[config.mk]
export PLATFORM = sky130hd
export DESIGN_NAME = lcd_glyph_render
export DESIGN_NICKNAME = d
export VERILOG_FILES = /design/src/rtl/lcd_pkg.sv /design/src/rtl/lcd_glyph_addr_gen.sv /design/src/rtl/lcd_glyph_render.sv
export SDC_FILE = /design/constraint.sdc
export NUM_CORES = 1
export LEC_CHECK = 0
export ABC_AREA = 1
export CAP_MARGIN = 0
export CORE_MARGIN = 2
export CORE_UTILIZATION = 30
export DETAILED_ROUTE_END_ITERATION = 8
export SYNTH_ARGS = -nofsm -noshare
export SYNTH_HDL_FRONTEND = slang
export SYNTH_SLANG_ARGS = --single-unit
export TNS_END_PERCENT = 100
[constraint.sdc]
create_clock -name sys_clk -period 3.5 [get_ports sys_clk]
set_input_delay 0.525 -clock sys_clk [delete_from_list [all_inputs] [get_ports sys_clk]]
set_output_delay 0.525 -clock sys_clk [all_outputs]
set_load 0.01 [all_outputs]
[src/rtl/lcd_pkg.sv]
// Shared LCD definitions: controller command bytes, RGB565 colours, the glyph
// renderer state encoding and the dc-tagged 9-bit word builder.
package lcd_pkg;

    localparam logic [7:0] CMD_CASET = 8'h2A;
    localparam logic [7:0] CMD_RASET = 8'h2B;
    localparam logic [7:0] CMD_RAMWR = 8'h2C;

    localparam logic [15:0] RGB565_BLACK = 16'h0000;
    localparam logic [15:0] RGB565_RED   = 16'hF800;
    localparam logic [15:0] RGB565_WHITE = 16'hFFFF;

    typedef enum logic [2:0] {
        ST_IDLE  = 3'd0,
        ST_WIN   = 3'd1,
        ST_FETCH = 3'd2,
        ST_PIX   = 3'd3,
        ST_DONE  = 3'd4
    } lcd_state_t;

    // dc = 0 marks a command byte, dc = 1 a parameter/pixel byte.
    function automatic logic [8:0] lcd_word(input logic dc, input logic [7:0] data);
        return {dc, data};
    endfunction

    function automatic int bytes_per_row(input int width);
        return (width + 7) / 8;
    endfunction

endpackage

[src/rtl/lcd_glyph_addr_gen.sv]
// Font ROM address generator: glyph index, registered ROM word address and the
// number of valid pixels held in ROM byte b of a glyph row.
module lcd_glyph_addr_gen
    import lcd_pkg::*;
#(
    parameter int FONT_W     = 8,
    parameter int FONT_H     = 16,
    parameter int FIRST_CHAR = 32,
    parameter int LAST_CHAR  = 126,
    parameter int ROM_BASE   = 0,
    parameter int ROM_AW     = 12
) (
    input  logic              clk,
    input  logic              rst,
    input  logic [6:0]        ascii,
    input  logic [5:0]        row,
    input  logic [1:0]        b,
    output logic [ROM_AW-1:0] rom_addr,
    output logic [3:0]        ppb
);

    localparam int BPR = bytes_per_row(FONT_W);

    int                code;
    int                glyph;
    int                rem;
    logic [ROM_AW-1:0] addr_next;

    always_comb begin
        code  = int'({25'd0, ascii});
        glyph = 0;
        if (code >= FIRST_CHAR && code <= LAST_CHAR) begin
            glyph = code - FIRST_CHAR;
        end
        // Arithmetic is done in 32 bits and cut to ROM_AW, so overflow wraps.
        addr_next = ROM_AW'(ROM_BASE + glyph * FONT_H * BPR
                            + int'({26'd0, row}) * BPR + int'({30'd0, b}));
        rem = FONT_W - 8 * int'({30'd0, b});
        ppb = (rem >= 8) ? 4'd8 : 4'(rem);
    end

    always_ff @(posedge clk or posedge rst) begin
        if (rst) begin
            rom_addr <= '0;
        end else begin
            rom_addr <= addr_next;
        end
    end

endmodule

[src/rtl/lcd_glyph_render.sv]
// Draws one FONT_W x FONT_H glyph from a font ROM as a {dc,byte} word stream for
// the shared SPI writer. Optional macro LCD_GLYPH_INVERT_EN adds the invert input.
module lcd_glyph_render
    import lcd_pkg::*;
#(
    parameter int FONT_W     = 8,
    parameter int FONT_H     = 16,
    parameter int FIRST_CHAR = 32,
    parameter int LAST_CHAR  = 126,
    parameter int ROM_BASE   = 0,
    parameter int ROM_AW     = 12,
    parameter int ROM_LAT    = 2
) (
    input  logic              sys_clk,
    input  logic              sys_rst,
    input  logic              start,
    input  logic [6:0]        ascii,
    input  logic [8:0]        x0,
    input  logic [8:0]        y0,
    input  logic [15:0]       fg_color,
    input  logic [15:0]       bg_color,
`ifdef LCD_GLYPH_INVERT_EN
    input  logic              invert,
`endif
    input  logic              wr_done,
    output logic              en_write,
    output logic [8:0]        lcd_data,
    output logic [ROM_AW-1:0] rom_addr,
    input  logic [7:0]        rom_q,
    output logic              busy,
    output logic              done,
    output lcd_state_t        fsm_state
);

    // Handshake: en_write rises together with a new lcd_data and holds until a
    // cycle with wr_done high; that cycle consumes the word and drops en_write,
    // so the next word appears one cycle later at the earliest. wr_done seen
    // while en_write is low has no effect.

    localparam int         BPR      = bytes_per_row(FONT_W);
    localparam logic [1:0] B_LAST   = 2'(BPR - 1);
    localparam logic [5:0] ROW_LAST = 6'(FONT_H - 1);
    // rom_addr is registered, so the data is sampled one cycle past ROM_LAT.
    localparam logic [3:0] LOAD_AT  = 4'(ROM_LAT + 1);
    localparam logic [3:0] WIN_LAST = 4'd10;

    lcd_state_t  state;
    lcd_state_t  next_state;

    logic [6:0]  ascii_q;
    logic [8:0]  x0_q;
    logic [8:0]  y0_q;
    logic [15:0] fg_q;
    logic [15:0] bg_q;
    logic [3:0]  word_idx;
    logic [5:0]  row;
    logic [1:0]  b;
    logic [3:0]  lat_cnt;
    logic [7:0]  shreg;
    logic [3:0]  pix_cnt;
    logic        half;
    logic [3:0]  ppb;

    logic [15:0] fg_eff;
    logic [15:0] bg_eff;
    logic [15:0] pix_color;
    logic [8:0]  x1;
    logic [8:0]  y1;
    logic [8:0]  win_word;
    logic [8:0]  pix_word;
    logic        consume;
    logic        present;
    logic        fetch_done;
    logic        byte_end;
    logic        byte_more;
    logic        row_more;

`ifdef LCD_GLYPH_INVERT_EN
    logic inv_q;

    always_ff @(posedge sys_clk or posedge sys_rst) begin
        if (sys_rst) begin
            inv_q <= 1'b0;
        end else if (state == ST_IDLE && start) begin
            inv_q <= invert;
        end
    end

    assign fg_eff = inv_q ? bg_q : fg_q;
    assign bg_eff = inv_q ? fg_q : bg_q;
`else
    assign fg_eff = fg_q;
    assign bg_eff = bg_q;
`endif

    lcd_glyph_addr_gen #(
        .FONT_W    (FONT_W),
        .FONT_H    (FONT_H),
        .FIRST_CHAR(FIRST_CHAR),
        .LAST_CHAR (LAST_CHAR),
        .ROM_BASE  (ROM_BASE),
        .ROM_AW    (ROM_AW)
    ) u_addr_gen (
        .clk     (sys_clk),
        .rst     (sys_rst),
        .ascii   (ascii_q),
        .row     (row),
        .b       (b),
        .rom_addr(rom_addr),
        .ppb     (ppb)
    );

    always_comb begin
        x1 = x0_q + 9'(FONT_W - 1);
        y1 = y0_q + 9'(FONT_H - 1);
        case (word_idx)
            4'd0:    win_word = lcd_word(1'b0, CMD_CASET);
            4'd1:    win_word = lcd_word(1'b1, {7'd0, x0_q[8]});
            4'd2:    win_word = lcd_word(1'b1, x0_q[7:0]);
            4'd3:    win_word = lcd_word(1'b1, {7'd0, x1[8]});
            4'd4:    win_word = lcd_word(1'b1, x1[7:0]);
            4'd5:    win_word = lcd_word(1'b0, CMD_RASET);
            4'd6:    win_word = lcd_word(1'b1, {7'd0, y0_q[8]});
            4'd7:    win_word = lcd_word(1'b1, y0_q[7:0]);
            4'd8:    win_word = lcd_word(1'b1, {7'd0, y1[8]});
            4'd9:    win_word = lcd_word(1'b1, y1[7:0]);
            default: win_word = lcd_word(1'b0, CMD_RAMWR);
        endcase
        pix_color = shreg[0] ? fg_eff : bg_eff;
        pix_word  = lcd_word(1'b1, half ? pix_color[7:0] : pix_color[15:8]);
    end

    assign consume    = en_write && wr_done;
    assign present    = !en_write && (state == ST_WIN || state == ST_PIX);
    assign fetch_done = (state == ST_FETCH) && (lat_cnt == LOAD_AT);
    assign byte_end   = half && (pix_cnt == ppb - 4'd1);
    assign byte_more  = (b != B_LAST);
    assign row_more   = (row != ROW_LAST);

    always_ff @(posedge sys_clk or posedge sys_rst) begin
        if (sys_rst) begin
            state <= ST_IDLE;
        end else begin
            state <= next_state;
        end
    end

    always_comb begin
        next_state = state;
        case (state)
            ST_IDLE:  if (start) next_state = ST_WIN;
            ST_WIN:   if (consume && word_idx == WIN_LAST) next_state = ST_FETCH;
            ST_FETCH: if (fetch_done) next_state = ST_PIX;
            ST_PIX: begin
                if (consume && byte_end) begin
                    next_state = (byte_more || row_more) ? ST_FETCH : ST_DONE;
                end
            end
            ST_DONE:  next_state = ST_IDLE;
            default:  next_state = ST_IDLE;
        endcase
    end

    always_ff @(posedge sys_clk or posedge sys_rst) begin
        if (sys_rst) begin
            ascii_q  <= 7'd0;
            x0_q     <= 9'd0;
            y0_q     <= 9'd0;
            fg_q     <= RGB565_BLACK;
            bg_q     <= RGB565_BLACK;
            word_idx <= 4'd0;
            row      <= 6'd0;
            b        <= 2'd0;
            lat_cnt  <= 4'd0;
            shreg    <= 8'd0;
            pix_cnt  <= 4'd0;
            half     <= 1'b0;
            en_write <= 1'b0;
            lcd_data <= 9'd0;
        end else begin
            if (state == ST_IDLE && start) begin
                ascii_q  <= ascii;
                x0_q     <= x0;
                y0_q     <= y0;
                fg_q     <= fg_color;
                bg_q     <= bg_color;
                word_idx <= 4'd0;
                row      <= 6'd0;
                b        <= 2'd0;
                lat_cnt  <= 4'd0;
                pix_cnt  <= 4'd0;
                half     <= 1'b0;
            end

            if (present) begin
                en_write <= 1'b1;
                lcd_data <= (state == ST_WIN) ? win_word : pix_word;
            end else if (consume) begin
                en_write <= 1'b0;
            end

            if (consume && state == ST_WIN) begin
                word_idx <= word_idx + 4'd1;
            end

            // Each pixel is two words; the shift register advances after the low byte.
            if (consume && state == ST_PIX) begin
                if (!half) begin
                    half <= 1'b1;
                end else begin
                    half    <= 1'b0;
                    shreg   <= shreg >> 1;
                    pix_cnt <= pix_cnt + 4'd1;
                    if (byte_end) begin
                        pix_cnt <= 4'd0;
                        if (byte_more) begin
                            b <= b + 2'd1;
                        end else if (row_more) begin
                            row <= row + 6'd1;
                            b   <= 2'd0;
                        end
                    end
                end
            end

            if (state == ST_FETCH) begin
                if (fetch_done) begin
                    shreg   <= rom_q;
                    lat_cnt <= 4'd0;
                end else begin
                    lat_cnt <= lat_cnt + 4'd1;
                end
            end
        end
    end

    assign busy      = (state == ST_WIN) || (state == ST_FETCH) || (state == ST_PIX);
    assign done      = (state == ST_DONE);
    assign fsm_state = state;

endmodule

==> summary.txt <==
Floorplanning
  • Die ar.: 21,150 um2
  • Die span in y: 145.4 um
  • Core ar.: 19,530 um2
  • Num rows: 51
  • IO Count: 96
  • Die X: 145.4 um
  • Initial core utilization: 0.3073

Yosys
  • Syn_area_per_cell: 7.623 um2
  • Mapped Cells: 787
  • Post-synth net total: 875
  • Adder-cell share of the synthesized area: 0.04088
  • Post-synthesis mux area share: 0
  • Synthesized cell area: 6000 um2
  • Compound-Gate Fraction of Synth Area: 0.09155
  • FF+latch count, synth: 111
  • Yosys warning count: 0
  • Synth unique cells: 38
  • Post-Synth XOR/XNOR Area: 0.01898
  • Number of enable flip-flop cells after synthesis: 0
  • Seq/Total Area, Yosys: 0.4630
  • Largest family of logic cells by synthesized area: simple AND/OR/NAND/NOR gates
  • Post-synthesis simple-gate area fraction: 0.3126
  • Primary FF master, synth: dfrtp_1
  • Async SR Flop Fraction: 1.000

Clock tree
  • CTS root buffer: clkbuf_16
  • Clk Latency, worst-skew pair: 360 ps
  • Post-CTS resize count: 0
  • CTS tree: yes
  • CTS Buffer Depth: 2
  • H-tree levels: 3
  • Clock-pin slew on the worst setup and hold paths: 80 ps
  • Setup Fix Bufs, Post-CTS: 0
  • CTS Buf Count: 9
  • Clock sinks: 111
  • CTS Hold Bufs: 0

GRT
  • Vias in the first global route: 5,057
  • Largest net degree at the start of global routing: 52
  • First-pass GRT wire length: 25,400 um
  • Grt total ovfl: 0
  • Antenna violations before repair: 0
  • GRT Total Usage: 0.1471

Detailed routing
  • Vias: 5,193
  • Length of the first detailed-routing pass in iterations: 5
  • DRC: 0
  • Initial DRC count: 327
  • Routed Antenna Nets: 0
  • Vias/cell: 4.539
  • WL final: 14,970 um
  • Post-DR wirelength/cell: 13.08 um

Timing
  • Final setup skew: 13.87 ps
  • RSZ-0062 raised after global routing: no
  • Fmax: 401.4 MHz
  • Fin crit period: 2491 ps
  • Worst-margin pin slew: 813.0 ps
  • Number of setup violations in the final report: 0
  • Slew Viols, Final: 0
  • Final hold vios: 0
  • Slew headroom: 0.4560
  • Final setup TNS: 0 ps
  • Final period utilization: 0.7118

Placement
  • RePlAce Congestion: 0.9152
  • Dpl hpwl: 11,200 um
  • Post-DP Area: 7214 um2
  • I/O Buffers: 95

Power
  • Total power: 5730 uW
  • Leakage dissipation: 0.003641 uW
  • Cell Pwr Density: 762.3 nW/um2
  • IR drop worst, VDD: 258.8 uV

Layout
  • Layout Utilization: 0.3850
  • Most common cell after layout, fill and taps aside: nand2_1
  • Ant diodes: 0
  • Cell area after layout: 7517 um2
  • Most frequent cells in the layout: 272 x nand2_1, 111 x dfrtp_1, 95 x clkdlybuf4s50_1
  • Area Growth Syn to Fin: 25.30%
  • Nets: 963
  • Share of layout cells above drive strength 1: 0.05916

Min path
  • Worst hold start: bg_eff[2]$_DFFE_PP0P_
  • Hold path endpoint: bg_eff[2]$_DFFE_PP0P_
  • Worst hold path stage count: 2
  • Worst hold path type: flop to flop

Setup path
  • Depth of the worst register-to-register path: 13
  • Setup slack, reg-to-reg: 1040 ps
  • Worst path slowest cell: clkdlybuf4s50_1
  • Max FO, Critical Path: 8
  • Worst endpoint required time: 2970 ps
  • Crit path DAT: 1970 ps
  • Terminus of the critical flop-to-flop path: u_addr_gen.rom_addr[10]$_DFF_PP0_
  • Crit-path cells: inv_2 -> o21ai_0 -> clkdlybuf4s50_1
  • WP buf/inv: 2
  • Worst r2r src: ascii_q[5]$_DFFE_PP0P_
  • Crit-path leading delay family: buffers and inverters
  • Crit end category: primary output
  • Critical path's largest stage delay: 590 ps
  • Crit Path Class: flop to primary output
  • Startpoint class of the critical path: flop

Run status
  • Outcome: completed

Job
  • Max cap viols: 0
worst max-delay path by stage:
stage	end	cells past startpoint	startpoint
6_report	busy	3	fsm_state[1]$_DFFE_PP0P_
5_1_grt	u_addr_gen.rom_addr[10]$_DFF_PP0_	13	ascii_q[5]$_DFFE_PP0P_
4_1_cts	busy	3	fsm_state[1]$_DFFE_PP0P_
3_5_place_dp	u_addr_gen.rom_addr[10]$_DFF_PP0_	13	ascii_q[5]$_DFFE_PP0P_
3_3_place_gp	u_addr_gen.rom_addr[10]$_DFF_PP0_	13	ascii_q[5]$_DFFE_PP0P_
2_1_floorplan	ascii_q[0]$_DFFE_PP0P_	1	sys_rst
sequential cells by signal, summed over array words and instances, names as in the netlist, 3 cells and up:
| signal | cells |
|---|---|
| ascii_q | 7 |
| bg_eff | 16 |
| fg_eff | 16 |
| fsm_state | 3 |
| lat_cnt | 4 |
| lcd_data | 9 |
| pix_cnt | 4 |
| row | 6 |
| shreg | 8 |
| u_addr_gen.rom_addr | 12 |
| word_idx | 4 |
| x0_q | 9 |
| y0_q | 9 |
metal layers:
layer	up-vias	track usage	share of wire
li1	2685	-	-
met2	120	0.2192	0.44
met5	-	0	0
met1	2377	0.2155	0.51
met3	11	0.03668	0.045
met4	0	0.03333	0.0093
worst register-to-register path, cell delays in order (launching register included):
cell,delay [ps]
dfrtp_1,490
ha_1,190
and3_1,150
nand3b_1,90
nand2_1,230
nor2_1,80
ha_1,360
nand2_1,80
o21ai_2,170
nand2_1,80
nor3_2,240
nand2_1,80
nand2_1,60
nand2_1,40
layout make-up:
cell class                 count  area [um2]
tap                          265       331.6
fill                        2099       12010
multi-input combinational    568        2784
inverter                      86       327.8
timing repair buffer          99       993.5
clock inverter                 5       63.81
sequential                   111        2778
clock buffer                  10       239.0
per-stage QoR:
stage / setup WS, ps / hold slack (ps) / cells
2_1_floorplan: 44.35 / 436.6 / 787
3_3_place_gp: 1137 / 449.2 / 1129
3_5_place_dp: 1071 / 456.6 / 1129
4_1_cts: 943.6 / 473.9 / 1144
5_1_grt: 715.8 / 488.5 / 1144
6_report: 1009 / 467.0 / 1144
kinds of logic (layout without fill, tap and decap cells):
kind of cell | Yosys count | in the layout
compound gates | 102 | 102
xor+xnor | 13 | 13
fa+ha+maj | 19 | 19
buf+inv | 108 | 200
flops | 111 | 111
simple gates | 434 | 434
power breakdown:
group,internal [uW],leakage (uW),switching (uW),total (uW)
clock,581,0.000151,497,1080
combinational,955,0.00209,1420,2370
sequential,1810,0.00140,467,2280
cell usage after synthesis (7+ instances only):
library cell / count / area share
nand2_1: 272 / 0.17
buf_2: 9 / 0.0075
a31oi_1: 8 / 0.0083
nand4_1: 8 / 0.0083
nand3_1: 67 / 0.056
o21ai_1: 9 / 0.0075
clkbuf_1: 9 / 0.0056
o22ai_1: 7 / 0.0073
o21ai_0: 51 / 0.043
dfrtp_1: 111 / 0.46
nor2_1: 54 / 0.034
inv_1: 79 / 0.049
xor2_1: 8 / 0.012
a21oi_1: 20 / 0.017
ha_1: 18 / 0.038
No activity file was read; power rests on OpenSTA's default activity.
